`src/rtl/chan_mem_arb.sv`:
```
// chan_mem_arb: shares the 128x32 channel-state RAM between the channel sequencer
// (absolute priority) and the byte-wide host port. Host read path: CHAN_ARB_READBACK_EN.
module chan_mem_arb #(
    parameter int unsigned RD_LAT = 1
) (
    input  logic        clk,
    input  logic        rst_n,
    input  logic        ctrl_busy,
    input  logic [6:0]  ctrl_rd_addr,
    output logic [31:0] ctrl_rd_data,
    input  logic [6:0]  ctrl_wr_addr,
    input  logic [31:0] ctrl_wr_data,
    input  logic        ctrl_wr_stb,
    output logic [6:0]  mem_rd_addr,
    input  logic [31:0] mem_rd_data,
    output logic [6:0]  mem_wr_addr,
    output logic [31:0] mem_wr_data,
    output logic        mem_wr_en,
    input  logic [6:0]  host_addr,
    input  logic [1:0]  host_byte,
    input  logic [7:0]  host_wdata,
    input  logic        host_wr_stb,
    input  logic        host_rd_stb,
    output logic [7:0]  host_rdata,
    output logic        host_rd_vld,
    output logic        host_busy,
    output logic        host_err
);
    localparam int unsigned AW = 7;
    localparam int unsigned DW = 32;

    if (RD_LAT != 1) begin : g_rd_lat_unsupported
        $error("chan_mem_arb supports RD_LAT == 1 only");
    end

`ifdef CHAN_ARB_READBACK_EN
    typedef enum logic [2:0] {H_IDLE, H_WPEND, H_RWAIT, H_RISSUE, H_RDATA} h_state_e;
`else
    typedef enum logic [0:0] {H_IDLE, H_WPEND} h_state_e;
`endif

    h_state_e      state_q, state_d;
    logic [DW-1:0] shadow_q;
    logic [AW-1:0] host_addr_q;
    logic          drop_q;
    logic [AW-1:0] drop_addr_q;
    logic          ctrl_busy_q;

    logic host_idle;
    logic wr_acc;
    logic rd_acc;
    logic strobe_err;
    logic host_commit;
    logic drop_hit;
    logic hazard;

    assign host_idle   = (state_q == H_IDLE);
    assign wr_acc      = host_idle && host_wr_stb;
    assign host_commit = (state_q == H_WPEND) && !ctrl_wr_stb;
    assign drop_hit    = ctrl_wr_stb && drop_q && (ctrl_wr_addr == drop_addr_q);
    // Host overwrote the running offset of the channel the sequencer is walking.
    assign hazard      = host_commit && ctrl_busy && (host_addr_q[1:0] == 2'b00) &&
                         (host_addr_q[6:2] == ctrl_rd_addr[6:2]);
    assign ctrl_rd_data = mem_rd_data;

`ifdef CHAN_ARB_READBACK_EN
    logic [1:0] host_byte_q;

    assign rd_acc      = host_idle && host_rd_stb && !host_wr_stb;
    assign strobe_err  = (!host_idle && (host_wr_stb || host_rd_stb)) ||
                         (host_idle && host_wr_stb && host_rd_stb);
    assign mem_rd_addr = ((state_q == H_RISSUE) && !ctrl_busy) ? host_addr_q : ctrl_rd_addr;

    // Read-back byte capture, one clock after the RAM address was issued.
    always_ff @(posedge clk or negedge rst_n) begin
        if (!rst_n) begin
            host_byte_q <= 2'b00;
            host_rdata  <= 8'h00;
            host_rd_vld <= 1'b0;
        end else begin
            if (rd_acc) begin
                host_byte_q <= host_byte;
            end
            host_rd_vld <= (state_q == H_RDATA);
            if (state_q == H_RDATA) begin
                host_rdata <= mem_rd_data[{host_byte_q, 3'b000} +: 8];
            end
        end
    end
`else
    logic unused_rd_stb;

    assign unused_rd_stb = host_rd_stb;
    assign rd_acc        = 1'b0;
    assign strobe_err    = !host_idle && host_wr_stb;
    assign mem_rd_addr   = ctrl_rd_addr;
    assign host_rdata    = 8'h00;
    assign host_rd_vld   = 1'b0;
`endif

    always_ff @(posedge clk or negedge rst_n) begin
        if (!rst_n) begin
            state_q <= H_IDLE;
        end else begin
            state_q <= state_d;
        end
    end

    always_comb begin
        state_d = state_q;
        unique case (state_q)
            H_IDLE: begin
                if (host_wr_stb) begin
                    if (host_byte == 2'd3) begin
                        state_d = H_WPEND;
                    end
`ifdef CHAN_ARB_READBACK_EN
                end else if (host_rd_stb) begin
                    state_d = H_RWAIT;
`endif
                end
            end
            H_WPEND: begin
                if (!ctrl_wr_stb) begin
                    state_d = H_IDLE;
                end
            end
`ifdef CHAN_ARB_READBACK_EN
            H_RWAIT: begin
                if (!ctrl_busy) begin
                    state_d = H_RISSUE;
                end
            end
            H_RISSUE: begin
                state_d = ctrl_busy ? H_RWAIT : H_RDATA;
            end
            H_RDATA: begin
                state_d = H_IDLE;
            end
`endif
            default: state_d = H_IDLE;
        endcase
    end

    // Shadow word, write port, drop flag and host status.
    always_ff @(posedge clk or negedge rst_n) begin
        if (!rst_n) begin
            shadow_q    <= '0;
            host_addr_q <= '0;
            drop_q      <= 1'b0;
            drop_addr_q <= '0;
            ctrl_busy_q <= 1'b0;
            mem_wr_en   <= 1'b0;
            mem_wr_addr <= '0;
            mem_wr_data <= '0;
            host_busy   <= 1'b0;
            host_err    <= 1'b0;
        end else begin
            if (wr_acc) begin
                shadow_q[{host_byte, 3'b000} +: 8] <= host_wdata;
            end
            if ((wr_acc && (host_byte == 2'd3)) || rd_acc) begin
                host_addr_q <= host_addr;
            end

            mem_wr_en <= 1'b0;
            if (ctrl_wr_stb) begin
                if (!drop_hit) begin
                    mem_wr_en   <= 1'b1;
                    mem_wr_addr <= ctrl_wr_addr;
                    mem_wr_data <= ctrl_wr_data;
                end
            end else if (state_q == H_WPEND) begin
                mem_wr_en   <= 1'b1;
                mem_wr_addr <= host_addr_q;
                mem_wr_data <= shadow_q;
            end

            if (hazard) begin
                drop_q      <= 1'b1;
                drop_addr_q <= {host_addr_q[6:2], 2'b00};
            end else if (drop_hit || (ctrl_busy_q && !ctrl_busy)) begin
                drop_q <= 1'b0;
            end
            ctrl_busy_q <= ctrl_busy;

            host_busy <= (state_d != H_IDLE);
            if (strobe_err) begin
                host_err <= 1'b1;
            end
        end
    end

endmodule

```
`config.mk`:
```
export PLATFORM = sky130hd
export DESIGN_NAME = chan_mem_arb
export DESIGN_NICKNAME = d
export VERILOG_FILES = /design/src/rtl/chan_mem_arb.sv
export SDC_FILE = /design/constraint.sdc
export NUM_CORES = 1
export LEC_CHECK = 0
export ABC_AREA = 1
export BUFFER_PORTS_ARGS = -buffer_cell sky130_fd_sc_hd__buf_2
export CORE_ASPECT_RATIO = 0.7
export CORE_UTILIZATION = 40
export DETAILED_ROUTE_END_ITERATION = 16
export PLACE_DENSITY_LB_ADDON = 0.05
export SYNTH_ARGS = -nofsm -noshare
export SYNTH_HDL_FRONTEND = slang
export SYNTH_SLANG_ARGS = --single-unit
```
`constraint.sdc`:
```
create_clock -name clk -period 3.2 [get_ports clk]
set_input_delay 0.32 -clock clk [delete_from_list [all_inputs] [get_ports clk]]
set_output_delay 0.32 -clock clk [all_outputs]
set_load 0.02 [all_outputs]
```
## Word level (Yosys, flattened, before mapping)

Index checks and enable logic that the tools add are counted.

- Add/sub/neg operators: 1
- Eq/ne operators: 4
- Shifts and indexed selects: 2
- Multiplexer cells: 16
- Bitwise gates (word level): 1
- Reductions and logical operators: 17

Operators by type and width:

| cell | number |
|---|---|
| two-way mux 32 bit | 3 |
| bitwise mux 32 bit | 1 |
| variable shift 8 x 7 -> 32 bit (first input constant) | 1 |
| indexed part select 8 x 7 -> 32 bit | 1 |
| two-way mux 7 bit | 3 |
| logical AND 1 bit | 10 |
| two-way mux 1 bit | 8 |
| equality test 7 bit | 1 |
| negator 5 -> 7 bit | 1 |
| equality test 5 bit | 1 |
| nonzero test 2 bit | 2 |
| equality test 2 bit (second input constant) | 1 |
| zero test 1 bit | 2 |
| zero test 2 bit | 1 |
| inequality test 2 bit (second input constant) | 1 |
| case mux 1 bit (2 select lines) | 1 |
| AND reduction 2 bit | 1 |
| logical OR 1 bit | 1 |
| inverter 1 bit | 1 |

- Flip-flop bits (word level): 88
- Input port bits: 101

## Longest topological paths before layout

Gate-level depths: netlist (run 1).

- Depth in word-level cells: 6
- Depth in mapped cells: 10
- Depth with buffers taken out: 9

## Least setup slack after synthesis (run 1)

OpenSTA, ideal clock, no wires.

- Path type: input to register
- From: input host_byte[0]
- To: register shadow_q[16]
- Arrival: 1767 ps
- Setup slack: 1351 ps
- Stages on the path: 7
- Path through: buf_2 > clkinv_1 > ha_1 > clkinv_1 > nor2_1 > nand4_1 > o21ai_0

- Longest elaborated chain between the ends: 3
- Elaborated cells between the ends (all ways): 4

Ends and longest elaborated chain:

| element | line | RTL |
|---|---|---|
| start, declared | 20 | `input logic [1:0] host_byte,` |
| negator 5 -> 7 bit (*) | 160 | `shadow_q[{host_byte, 3'b000} +: 8] <= host_wdata;` |
| indexed part select 8 x 7 -> 32 bit or variable shift 8 x 7 -> 32 bit (tied branches) | 160 |  |
| bitwise mux 32 bit (*) | 160 |  |
| end signal, assigned by index | 160 |  |
| end, declared | 43 | `logic [DW-1:0] shadow_q;` |

Every way passes the cells marked *; elsewhere a longest branch is shown, timed or not.
A chain may end at the register's enable or synchronous reset.

## Worst setup path after layout (run 1)

- From: input host_byte[0]
- To: register shadow_q[18]

Same word-level chain as after synthesis.

==> results of run 1 <==
## logic make-up after synthesis
| group | Yosys count | synth area share, % |
|---|---|---|
| xor+xnor | 2 | 0.388 |
| other cells | 1 | 0.0830 |
| buf+inv | 136 | 16.1 |
| fa+ha+maj | 5 | 1.39 |
| flops | 88 | 48.8 |
| simple gates | 242 | 22.2 |
| compound gates | 89 | 11.1 |
## layer usage
metal	vias up	wire [um]	track usage [%]
li1	1884	-	-
met1	1700	5870	33.0
met2	121	4880	29.4
met3	30	822	4.32
met4	0	199	7.06
met5	-	0	0
## worst max path at each step
stage,from,to,slack [ns]
after floorplan,host_byte[0],shadow_q[16]$_DFFE_PN0P_,1.35
after global placement,host_byte[0],shadow_q[16]$_DFFE_PN0P_,0.93
after detailed placement,host_byte[0],shadow_q[20]$_DFFE_PN0P_,0.87
after CTS,host_byte[0],shadow_q[18]$_DFFE_PN0P_,1.20
after global routing,host_byte[0],shadow_q[16]$_DFFE_PN0P_,0.95
final,host_byte[0],shadow_q[18]$_DFFE_PN0P_,1.17
## worst max-delay path: stages
cell and delay [ns]:
buf_2 0.22, clkinv_1 0.32, ha_1 0.41, clkinv_1 0.22, nor2_1 0.47, nand4_1 0.15
o21ai_0 0.15
## layout make-up
cell class / count / area [sq um] / share of cell area (%)
multi-input cells: 347 / 1620 / 31.5
clock buffers: 11 / 253 / 4.91
repair buffers: 119 / 616 / 12.0
well taps: 153 / 191 / 3.72
inverters: 61 / 231 / 4.50
flip-flops and latches: 88 / 2200 / 42.8
clock inverters: 5 / 31.3 / 0.608
## cell usage after synthesis, drive strengths merged
| cell | n |
|---|---|
| clkbuf | 11 |
| a21oi | 9 |
| nand3 | 54 |
| nor2 | 11 |
| xnor2 | 1 |
| buf | 64 |
| a41oi | 8 |
| inv | 59 |
| nand2 | 168 |
| conb | 1 |
| o21ai | 53 |
| ha | 5 |
| nand4 | 8 |
| nor3 | 1 |
| dfrtp | 88 |
| a21o | 1 |
| o21a | 1 |
| clkinv | 2 |
| xor2 | 1 |
| o22ai | 17 |
## registers in the layout, indices dropped and copies added (netlist names)
register / cells
drop_q: 1
shadow_q: 32
host_busy: 1
host_addr_q: 7
mem_wr_data: 32
mem_wr_en: 1
mem_wr_addr: 7
drop_addr_q: 5
host_err: 1
ctrl_busy_q: 1
## stage by stage
stage                     setup WS, ns  utilization, %  total power, W  cells  hold WS (ns)
after floorplan                   1.35               -         0.00180    571        0.0244
after global placement           0.929            44.1         0.00196    768         0.424
after detailed placement         0.870            44.1         0.00197    768         0.434
after CTS                         1.20            46.7         0.00298    784        0.0675
after global routing             0.954            46.7         0.00312    784         0.100
final                             1.17            46.7         0.00294    784        0.0432
## where the power goes
part	internal, W	switching (W)	total, W
Combinational	0.000199	0.000414	0.000613
Clock	0.000565	0.000421	0.000986
Sequential	0.00127	0.0000702	0.00134
==> flow_summary.ini, run 1 <==
[status]
status = finished clean

[clock_tree]
postCtsSetupBuffers = 0
clk_pin_slew_ns = 0.06
clock_path_buffers = 2
clk_latency_ns = 0.34
root_buffer = clkbuf_16
clock_sinks = 88
hold_buffers = 0
cts_resized = 0
cts_buffers = 9
cts_tree = yes
h-tree-depth = 3

[critical_path]
cp_max_fo = 12
worstSetupEndpointType = flop
rr_endpoint = mem_wr_data[24]$_DFFE_PN0P_
reg2reg_from = drop_addr_q[5]$_DFFE_PN0P_
r2r_cells = 10
critPathArrivalTime_ns = 2.27
cp_data_required_time_ns = 3.44
start_kind = primary input
crit_type = primary input to flop
r2r_slack_ns = 1.31

[logic_synthesis]
yosysTopAreaCell = dfrtp_1
synth_warnings = 0
yosys_register_bits = 88
synth_cell_types = 27
ys_seq_area_share_pct = 48.8
yosysTopAreaCellShare_pct = 48.8
synth_area_leaders = dfrtp_1 49%, nand2_1 14%, buf_4 8.5%
synth_cells = 563
netlist_area_sq_um = 4520
synth.avg_cell_area_sq_um = 8.02

[final_layout]
finish.instance_area_sq_um = 5140
fill_cells = 1179
drive_gt1_share_pct = 22.0
area_growth_syn_to_layout_pct = 13.9
diodes = 0
fin_nets = 732
layout_common_cells = 167 x nand2_1, 111 x buf_2, 88 x dfrtp_1, 57 x inv_1, 54 x nand3_1
layout_commonest_cell = nand2_1

[placement]
gp_congestion = 0.823
dp_hpwl_um = 8450
port_buffers = 112
placed_cell_area_sq_um = 4860

[route]
via_per_inst = 4.76
routed-via-count = 3735
drc_errors = 0
wl_per_cell_um = 15.0
dr.first_iter.drc_count = 252
wirelength_um = 11800
ant_nets = 0
dr.pass1.iters = 6

[global_routing]
antenna_found_initial = 0
grtUsageTotal_pct = 21.4
grt_pass1_vias = 3555
grt.overflow.total = 0
grt_start_max_net_pins = 65
grt_pass1_wl_um = 19000

[power_and_ir_drop]
vdd_drop_max_mv = 0.267
powerDensity_nw_per_um2 = 571
leakagePower_nw = 2.75

[floorplan]
initial_core_util_pct = 41.0
dieWidth_um = 129
fp-row-count = 32
die_h_um = 90.9
ios = 191
die-area_sq_um = 11700
coreArea_sq_um = 11000

[sta]
fin_crit_sh_pct = 63.3
clock_skew_ns = 0.00536
rsz0062_at_grt = no
fin_crit_ns = 2.03
tightest_slew_ns = 0.889
setup_viol = 0
fmax_mhz = 494
hold_viol = 0
slew_viol_final = 0
maxSlewHeadroom_pct = 40.5
setup_tns_ns = 0

[job]
maxCapViolCount = 0

[min_path]
min_path_type = primary input to async pin
No activity file was read; power rests on OpenSTA's default activity.
==> run 2: changes to the inputs <==
clock period = 2.1 ns   (was 3.2 ns; I/O delays follow)
==> run 2 against run 1 <==
  * Sequential power is 52% higher
  * Cell area is 1.0% higher
  * Clock-buffer cell count is 2 higher
  * Setup slack worse by 0.73 ns
  * Clock skew hardly changed
  * Core utilization is 0.49 points higher
  * Hold slack better by 0.037 ns
  * Global-route usage is 0.53 points lower
  * Power is 51% higher
  * Final cell count is 0.89% higher
  * Combinational power is 54% higher
  * Largest power group unchanged
  * Highest routed layer unchanged
==> flow_summary.ini, run 2 (synthesis gave the netlist of run 1 again) <==
[status]
status = finished clean

[sta]
tightest_slew_ns = 0.850
fmax_mhz = 603
rsz0062_at_grt = no
hold_viol = 0
slew_viol_final = 0
setup_tns_ns = 0
setup_viol = 0
fin_crit_sh_pct = 79.0
fin_crit_ns = 1.66
maxSlewHeadroom_pct = 43.1
fin_ws_ns = 0.441
clock_skew_ns = 0.00547

[global_routing]
grt_start_max_net_pins = 75
grtUsageTotal_pct = 20.9
grt_pass1_wl_um = 18700
grt.overflow.total = 0
antenna_found_initial = 0
grt_pass1_vias = 3523

[route]
wl_per_cell_um = 14.7
ant_nets = 0
wirelength_um = 11600
via_per_inst = 4.79
dr.first_iter.drc_count = 166
drc_errors = 0
routed-via-count = 3790
dr.pass1.iters = 4

[final_layout]
multi_input_area_sq_um = 1620
reg_top3 = mem_wr_data (32), shadow_q (32)
diodes = 0
layout_common_cells = 167 x nand2_1, 111 x buf_2, 88 x dfrtp_1, 57 x inv_1, 54 x nand3_1
seqCellArea_sq_um = 2200
fin_nets = 739
drive_gt1_share_pct = 22.1
fill_cells = 1161
layout_commonest_cell = nand2_1
area_growth_syn_to_layout_pct = 15.0

[clock_tree]
h-tree-depth = 3
clock_sinks = 88
clock_path_buffers = 2
root_buffer = clkbuf_16
clk_pin_slew_ns = 0.06
cts_tree = yes
cts_resized = 0
cts_buffers = 9
clk_latency_ns = 0.33

[placement]
place_ws_ns = 0.241
dp_hpwl_um = 8530
gp_congestion = 0.772
port_buffers = 112

[critical_path]
slowest_delay_ns = 0.65
cp_data_required_time_ns = 2.35
setup.worst_path.start = host_busy$_DFF_PN0_
worstSetupEndpointType = flop
crit_type = flop to flop
r2r_cells = 5
cp_cell_sequence = inv_2 > nand2_1 > nor2_1 > nand4_1 > o21ai_0
r2r_slack_ns = 0.44
start_kind = flop
reg2reg_from = host_busy$_DFF_PN0_
cp_max_fo = 16
rr_endpoint = shadow_q[19]$_DFFE_PN0P_
cp_slowest_cell = nor2_1
critPathArrivalTime_ns = 1.91
critical_path.endpoint = shadow_q[19]$_DFFE_PN0P_

[floorplan]
ios = 191
coreArea_sq_um = 11000
initial_core_util_pct = 41.0
die_h_um = 90.9
die-area_sq_um = 11700
fp-row-count = 32
dieWidth_um = 129

[power_and_ir_drop]
powerDensity_nw_per_um2 = 853
finalPower_w = 0.00443
vdd_drop_max_mv = 0.458
leakagePower_nw = 2.78

[job]
maxCapViolCount = 0

[min_path]
min_path_type = primary input to flop
[run 2: cell types whose count changed in the layout (fill, tap and decap cells not counted), sizes merged]
cell         delta
buf             +5
clkbuf          +2
dlygate4sd3     +2
clkinv          -2
[run 2: what timing repair did]
action | in CTS | in global routing
hold endpoints to repair | 35 | 0
hold buffers | 2 | 0
setup buffers | 0 | 0
[run 2: where the power goes]
part           total (W)  switching [W]  internal [W]  leakage (nW)
Combinational   0.000947       0.000630      0.000317          1.52
Clock            0.00145       0.000619      0.000831         0.130
Sequential       0.00204       0.000106       0.00193          1.12
[run 2: final cells by class]
class	instances	area share [%]
inverter	61	4.45
sequential	88	42.4
clock buffer	13	4.82
timing repair buffer	126	13.2
multi-input combinational	347	31.1
clock inverter	3	0.337
tap	153	3.68
[run 2: per-layer routing]
| metal | vias up | track usage (%) | wire (um) |
|---|---|---|---|
| li1 | 1901 | - | - |
| met5 | - | 0 | 0 |
| met4 | 0 | 5.00 | 124 |
| met2 | 113 | 28.6 | 4590 |
| met3 | 24 | 5.09 | 697 |
| met1 | 1752 | 32.4 | 6180 |
[run 2: how the worst min path moves through the flow]
stage                       from                          to  slack (ns)  cells past startpoint
detailed placement         rst_n  mem_wr_data[2]$_DFFE_PN0P_        0.21                      1
CTS                 host_addr[6]  host_addr_q[6]$_DFFE_PN0P_        0.07                      3
global placement           rst_n  mem_wr_addr[5]$_DFFE_PN0P_        0.20                      1
floorplan                  rst_n       ctrl_busy_q$_DFF_PN0_       -0.09                      0
finish              host_addr[6]  host_addr_q[6]$_DFFE_PN0P_        0.08                      3
global route        host_addr[6]  host_addr_q[6]$_DFFE_PN0P_        0.07                      3
[run 2: per-stage QoR]
step / cells / instance area [sq um] / util (%) / hold slack, ns
after CTS: 791 / 5200 / 47.2 / 0.0675
after detailed placement: 773 / 4910 / 44.6 / 0.213
after floorplan: 571 / 4550 / - / -0.0856
after global placement: 773 / 4910 / 44.6 / 0.202
final: 791 / 5200 / 47.2 / 0.0804
after global routing: 791 / 5200 / 47.2 / 0.0707
[run 2: worst max-delay path: cells and delay by family, from the launching register on]
kind / cells / cell delay [ns]
simple gates: 3 / 0.91
flops: 1 / 0.43
compound gates: 1 / 0.13
buf+inv: 1 / 0.10
